==> src/rtl/ahb_pkg.sv <==
// Shared AHB-Lite encodings used by the masters, arbiter and address decoder.
// burst_beats() gives the number of beats that follow the NONSEQ of a fixed-length burst.
package ahb_pkg;

    typedef enum logic [1:0] {
        IDLE   = 2'b00,
        BUSY   = 2'b01,
        NONSEQ = 2'b10,
        SEQ    = 2'b11
    } htran_t;

    typedef enum logic [2:0] {
        SINGLE = 3'b000,
        INCR   = 3'b001,
        WRAP4  = 3'b010,
        INCR4  = 3'b011,
        WRAP8  = 3'b100,
        INCR8  = 3'b101,
        WRAP16 = 3'b110,
        INCR16 = 3'b111
    } hburst_t;

    typedef enum logic [1:0] {
        OKAY  = 2'b00,
        ERROR = 2'b01,
        RETRY = 2'b10,
        SPLIT = 2'b11
    } hresp_t;

    // Zero means SINGLE or undefined-length INCR, i.e. no fixed beat count.
    function automatic logic [3:0] burst_beats(hburst_t b);
        case (b)
            WRAP4,  INCR4:  return 4'd3;
            WRAP8,  INCR8:  return 4'd7;
            WRAP16, INCR16: return 4'd15;
            default:        return 4'd0;
        endcase
    endfunction

endpackage

==> src/rtl/rr_pick.sv <==
// Combinational circular priority picker: first set request strictly after ptr,
// wrapping around so that ptr itself has the lowest priority.
module rr_pick #(
    parameter int NM = 4,
    parameter int MW = $clog2(NM)
) (
    input  logic [NM-1:0] req,
    input  logic [MW-1:0] ptr,
    output logic [NM-1:0] gnt,
    output logic [MW-1:0] idx,
    output logic          any
);

    always_comb begin
        gnt = '0;
        idx = '0;
        any = 1'b0;
        for (int j = 0; j < NM; j++) begin
            if (!any && req[j] && (j > int'(ptr))) begin
                any    = 1'b1;
                gnt[j] = 1'b1;
                idx    = MW'(j);
            end
        end
        for (int j = 0; j < NM; j++) begin
            if (!any && req[j] && (j <= int'(ptr))) begin
                any    = 1'b1;
                gnt[j] = 1'b1;
                idx    = MW'(j);
            end
        end
    end

endmodule

==> src/rtl/ahb_arbiter.sv <==
// Round-robin AHB arbiter for the LCD subsystem bus: fixed bursts are handed over
// on their second-to-last beat, locked sequences are kept, and error/retry/split opens the bus early.
module ahb_arbiter
    import ahb_pkg::*;
#(
    parameter int NM             = 4,
    parameter int DEFAULT_MASTER = 0,
    parameter int MW             = $clog2(NM)
) (
    input  logic          HCLK,
    input  logic          HRESET,
    input  logic [NM-1:0] HBUSREQ,
    input  logic [NM-1:0] HLOCK,
    input  logic [1:0]    HTRANS,
    input  logic [2:0]    HBURST,
    input  logic          HREADY,
    input  logic [1:0]    HRESP,
    output logic [NM-1:0] HGRANT,
    output logic [MW-1:0] HMASTER,
    output logic          HMASTLOCK
);

    localparam logic [NM-1:0] DEF_GNT = NM'(1) << DEFAULT_MASTER;
    localparam logic [MW-1:0] DEF_IDX = MW'(DEFAULT_MASTER);

    logic [NM-1:0] r_grant;
    logic [MW-1:0] r_gnt_idx;
    logic [MW-1:0] r_master;
    logic          r_mastlock;
    logic [MW-1:0] r_rr_ptr;
    logic [3:0]    r_beat_cnt;
    logic          r_err_pend;

    htran_t        w_trans;
    hburst_t       w_burst;
    logic          w_fixed;
    logic          w_resp_bad;
    logic          w_arb_fixed;
    logic          w_arb_free;
    logic          w_arb_err;
    logic          w_arb_ok;
    logic          w_keep;
    logic [NM-1:0] w_req_others;
    logic [NM-1:0] w_req_eff;
    logic [NM-1:0] w_pick_gnt;
    logic [MW-1:0] w_pick_idx;
    logic          w_pick_any;

    assign w_trans    = htran_t'(HTRANS);
    assign w_burst    = hburst_t'(HBURST);
    assign w_fixed    = (burst_beats(w_burst) != 4'd0);
    assign w_resp_bad = (hresp_t'(HRESP) != OKAY);

    assign w_arb_fixed = HREADY && (w_trans == SEQ) && (r_beat_cnt == 4'd2);
    assign w_arb_free  = HREADY && (r_beat_cnt == 4'd0) &&
                         ((w_trans == IDLE) ||
                          (((w_trans == NONSEQ) || (w_trans == SEQ)) && !w_fixed));
    // After an error the owner may abandon its burst, so the burst type no longer pins the grant.
    assign w_arb_err   = HREADY && r_err_pend && (w_trans != BUSY) &&
                         !((w_trans == NONSEQ) && w_fixed);
    assign w_arb_ok    = w_arb_fixed || w_arb_free || w_arb_err;

    assign w_keep = HLOCK[r_gnt_idx] && HBUSREQ[r_gnt_idx];

    // The current owner competes only when nobody else is asking.
    assign w_req_others = HBUSREQ & ~r_grant;
    assign w_req_eff    = (|w_req_others) ? w_req_others : HBUSREQ;

    rr_pick #(
        .NM (NM),
        .MW (MW)
    ) u_rr_pick (
        .req (w_req_eff),
        .ptr (r_rr_ptr),
        .gnt (w_pick_gnt),
        .idx (w_pick_idx),
        .any (w_pick_any)
    );

    always_ff @(posedge HCLK or posedge HRESET) begin
        if (HRESET) begin
            r_grant    <= DEF_GNT;
            r_gnt_idx  <= DEF_IDX;
            r_master   <= DEF_IDX;
            r_mastlock <= 1'b0;
            r_rr_ptr   <= DEF_IDX;
            r_beat_cnt <= 4'd0;
            r_err_pend <= 1'b0;
        end else begin
            if (HREADY) begin
                r_master   <= r_gnt_idx;
                r_mastlock <= HLOCK[r_gnt_idx];
            end

            if (!HREADY && w_resp_bad) begin
                r_beat_cnt <= 4'd0;
                r_err_pend <= 1'b1;
            end else if (HREADY) begin
                r_err_pend <= 1'b0;
                case (w_trans)
                    NONSEQ:  r_beat_cnt <= burst_beats(w_burst);
                    SEQ:     if (r_beat_cnt != 4'd0) r_beat_cnt <= r_beat_cnt - 4'd1;
                    IDLE:    r_beat_cnt <= 4'd0;
                    default: r_beat_cnt <= r_beat_cnt;
                endcase
            end

            if (w_arb_ok) begin
                if (w_keep) begin
                    r_rr_ptr <= r_gnt_idx;
                end else if (w_pick_any) begin
                    r_grant   <= w_pick_gnt;
                    r_gnt_idx <= w_pick_idx;
                    r_rr_ptr  <= w_pick_idx;
                end else begin
                    r_grant   <= DEF_GNT;
                    r_gnt_idx <= DEF_IDX;
                end
            end
        end
    end

    assign HGRANT    = r_grant;
    assign HMASTER   = r_master;
    assign HMASTLOCK = r_mastlock;

    a_grant_onehot: assert property (@(posedge HCLK) disable iff (HRESET) $onehot(HGRANT));
    a_master_range: assert property (@(posedge HCLK) disable iff (HRESET) int'(HMASTER) < NM);

endmodule

==> config.mk <==
export PLATFORM = sky130hd
export DESIGN_NAME = ahb_arbiter
export DESIGN_NICKNAME = d
export VERILOG_FILES = /design/src/rtl/ahb_pkg.sv /design/src/rtl/rr_pick.sv /design/src/rtl/ahb_arbiter.sv
export SDC_FILE = /design/constraint.sdc
export NUM_CORES = 1
export LEC_CHECK = 0
export ABC_CLOCK_PERIOD_IN_PS = 3650
export BUFFER_PORTS_ARGS = -buffer_cell sky130_fd_sc_hd__clkbuf_2
export CAP_MARGIN = 5
export CORE_MARGIN = 8
export CORE_UTILIZATION = 44
export DETAILED_ROUTE_END_ITERATION = 10
export PLACE_DENSITY = 0.66
export SETUP_SLACK_MARGIN = 0.2
export SYNTH_ARGS = -nofsm -noshare
export SYNTH_HDL_FRONTEND = slang
export SYNTH_HIERARCHICAL = 1
export SYNTH_SLANG_ARGS = --single-unit
==> constraint.sdc <==
create_clock -name HCLK -period 3.65 [get_ports HCLK]
set_clock_uncertainty 0.2 [all_clocks]
set_input_delay 0.9125 -clock HCLK [delete_from_list [all_inputs] [get_ports HCLK]]
set_output_delay 0.9125 -clock HCLK [all_outputs]
set_load 0.01 [all_outputs]
==> impl_metrics.json <==
{
  "route.vias.total": 1066,
  "critical-path-top-cell-by-count": "sky130_fd_sc_hd__inv_1",
  "finalHoldViolCount": 0,
  "crit_start": "HBUSREQ[0]",
  "diodes": 0,
  "area.growth.synth_to_final_pct": 13.9,
  "synth_async_sr_flop_share_pct": 100,
  "timing_worst_slew_pin_value_ns": 0.583,
  "cts.sinks": 16,
  "finalWeightedCongestion": 0.896,
  "rows": 19,
  "clkLatencyLatePin_ns": 0.28,
  "ff2ff_path_depth": 9,
  "port_buffers": 23,
  "clk_path_buf_depth": 2,
  "gr-usage-all-layers_pct": 10.8,
  "run_status": "finished, final reports clean",
  "cp_data_required_time_ns": 3.61,
  "clk_pin_slew_worst_paths_ns": 0.09,
  "drive_gt1_share_pct": 24.8,
  "gr-max-usage-layer": "met2",
  "synth_largest_area_cell": "sky130_fd_sc_hd__dfrtp_1",
  "dp.final_hpwl_mm": 2.14,
  "post_synthesis_average_cell_area_um2": 9.18,
  "grtUsageMet3_pct": 2.26,
  "total_power_w": 0.000856,
  "cts_tree": "yes",
  "routed_via_density": 5.44,
  "mostFrequentLayoutCell": "sky130_fd_sc_hd__clkbuf_2",
  "groute.layer.met1.usage_pct": 13.7,
  "worstSetupEndpointType": "flop",
  "synth-seq-cells": 16,
  "final_number_of_setup_violating_endpoints": 0,
  "cp_slowest_cell": "sky130_fd_sc_hd__a221oi_1",
  "initial_utilization_pct": 46.3,
  "globalRouteMet2Util_pct": 17.3,
  "placement.cell_area_mm2": 0.00142,
  "layout.nets": 191,
  "worstReg2RegStart": "HGRANT[0]$_DFFE_PP1P_",
  "grt_first_pass_wirelength_mm": 4.58,
  "most_instantiated_flip_flop_cell_in_the_synthesis_netlist": "sky130_fd_sc_hd__dfrtp_1",
  "postCtsSetupBuffers": 0,
  "initial_antenna_violation_count": 0,
  "postCtsHoldBufs": 0,
  "ys_types": 42,
  "final_max_slew_viol_count": 0,
  "cts_resized": 0,
  "max_freq_mhz": 388,
  "drt_drc_violations_left": 0,
  "finalSetupTns_ns": 0,
  "yosysSeqAreaShare_pct": 31.5,
  "min_clock_period_post_route_ns": 2.58,
  "synth_edf_count": 0,
  "rsz_0062_raised_after_global_routing": "no",
  "rr_endpoint": "r_rr_ptr[1]$_DFFE_PP0P_",
  "seq_power_share_pct": 37.2,
  "fp.dieH_um": 69.9,
  "antenna_violating_nets_left": 0,
  "hold_path_cell_cnt": 2,
  "io_pins": 25,
  "syn-num-nets": 164,
  "core_mm2": 0.00276,
  "worst_hold_path.endpoint": "HGRANT[0]$_DFFE_PP1P_",
  "p_leak_nw": 0.711,
  "iteration_0_drc_count_of_the_detailed_router": 95,
  "vias_in_the_first_global_route": 1018,
  "criticalPathCategory": "input port to flop",
  "synth.top_cells.by_area": "sky130_fd_sc_hd__dfrtp_1 (29%), sky130_fd_sc_hd__mux2i_1 (8.6%), sky130_fd_sc_hd__ha_1 (6.9%)",
  "numCtsBuffers": 3,
  "synth.top_cell.area_share_pct": 29.4,
  "final_util_pct": 52.7,
  "timing.critical_path.cells": "clkbuf_2 -> inv_1 -> o221ai_1 -> a21o_1 -> a21boi_0 -> buf_4 -> nor2_1 -> nand2_1 -> inv_1 -> a221oi_1 -> o2bb2ai_1",
  "routed_wirelength_normalized_by_instance_count_um": 13.6,
  "max-vdd-ir-drop_mv": 0.423,
  "setup.reg_to_reg.worst_slack_ns": 1.29,
  "postSynthCellCount": 139,
  "globalRouteOverflowTotal": 0,
  "drt-pass1-iter-count": 4,
  "synth_warnings": 6,
  "timing.max_cap.violations": 0,
  "worstPathMaxFanout": 9,
  "grt_start_max_net_pins": 17,
  "timing.max_slew.rel_slack_pct": 61.1,
  "share_comb_of_total_power_pct": 49.6,
  "whs_ns": 0.306,
  "swShare_pct": 40.2,
  "clock_tree.htree_level_count": 1,
  "final_cell_mix": "sky130_fd_sc_hd__clkbuf_2 (23), sky130_fd_sc_hd__inv_1 (20), sky130_fd_sc_hd__dfrtp_1 (15), sky130_fd_sc_hd__mux2i_1 (11), sky130_fd_sc_hd__nor2_1 (10)",
  "power.switching_w": 0.000344,
  "finalInstanceArea_mm2": 0.00145,
  "cp_slowest_stage_delay_ns": 0.35,
  "power.density_mw_per_mm2": 589,
  "ctsRootBufferMaster": "sky130_fd_sc_hd__clkbuf_4",
  "finalWirelength_mm": 2.66,
  "chipWidth_um": 69.9,
  "pwr-share-clk_pct": 13.3,
  "min-delay-start": "HGRANT[0]$_DFFE_PP1P_",
  "crit_path_start_kind": "input port",
  "die_area_mm2": 0.00488,
  "hold_path_class": "flop to flop",
  "internal_power_w": 0.000512,
  "wp_data_arrival_ns": 2.54,
  "synth_area_mm2": 0.00128,
  "final_min_period_over_clock_period_pct": 70.7
}
## how the worst max path moves through the flow
stage,to,slack (ns)
6_report,r_rr_ptr[1]$_DFFE_PP0P_,1.07
4_1_cts,r_rr_ptr[1]$_DFFE_PP0P_,1.10
2_1_floorplan,r_rr_ptr[0]$_DFFE_PP0P_,0.98
5_1_grt,r_rr_ptr[0]$_DFFE_PP0P_,0.86
3_5_place_dp,r_rr_ptr[1]$_DFFE_PP0P_,0.78
3_3_place_gp,r_rr_ptr[1]$_DFFE_PP0P_,0.79
## worst max-delay path, delay by kind of cell
family | cells | cell delay [ns]
compound gates | 5 | 0.99
buf+inv | 4 | 0.42
simple gates | 2 | 0.23
## synth_stat cells, drive strengths merged (2+ instances only)
cell type,n
a211oi,2
a21boi,4
a21o,2
a21oi,7
a221oi,3
buf,4
dfrtp,15
ha,7
inv,20
mux2,3
mux2i,11
mux4,2
nand2,7
nand2b,4
nor2,11
nor2b,3
nor3,2
nor3b,2
o21ai,10
o21bai,2
o221ai,2
o2bb2ai,2
## metal layers
layer	routed length, um	vias to the layer above
met5	0	-
met4	10	0
met3	117	2
met2	1260	20
met1	1280	502
li1	-	542
## power by group through the flow
| stage | clock, W | combinational [W] | sequential [W] |
|---|---|---|---|
| final | 0.000114 | 0.000424 | 0.000318 |
| after global routing | 0.000127 | 0.000472 | 0.000330 |
| after CTS | 0.000119 | 0.000427 | 0.000319 |
| after detailed placement | 0 | 0.000424 | 0.000323 |
| after global placement | 0 | 0.000419 | 0.000317 |
| after floorplan | 0 | 0.000341 | 0.000303 |
## registers in the layout (all words and copies together), names as in the netlist
name / count
HGRANT: 4
r_beat_cnt: 4
HMASTER: 2
r_gnt_idx: 2
r_rr_ptr: 2
HMASTLOCK: 1
r_err_pend: 1
## cell type report
type | instances | area, um2
fill | 262 | 1300
tap | 31 | 38.8
sequential | 16 | 402
multi-input combinational | 98 | 757
inverter | 20 | 75.1
clock buffer | 4 | 36.3
timing repair buffer | 27 | 145
## per-stage QoR
stage | setup WS (ns) | instances
floorplan | 0.984 | 139
global placement | 0.795 | 192
detailed placement | 0.784 | 192
CTS | 1.10 | 196
global route | 0.858 | 196
finish | 1.07 | 196
## logic make-up after synthesis
family / count (synthesis) / synth area share [%]
AO/OA/AOI/OAI: 42 / 24.4
AND/OR/NAND/NOR: 32 / 12.5
buffers and inverters: 25 / 9.21
multiplexers: 16 / 14.8
flip-flops: 16 / 31.5
adder cells (fa/ha/maj): 7 / 6.86
XOR/XNOR: 1 / 0.686
Power figures use the tool's default switching activity.
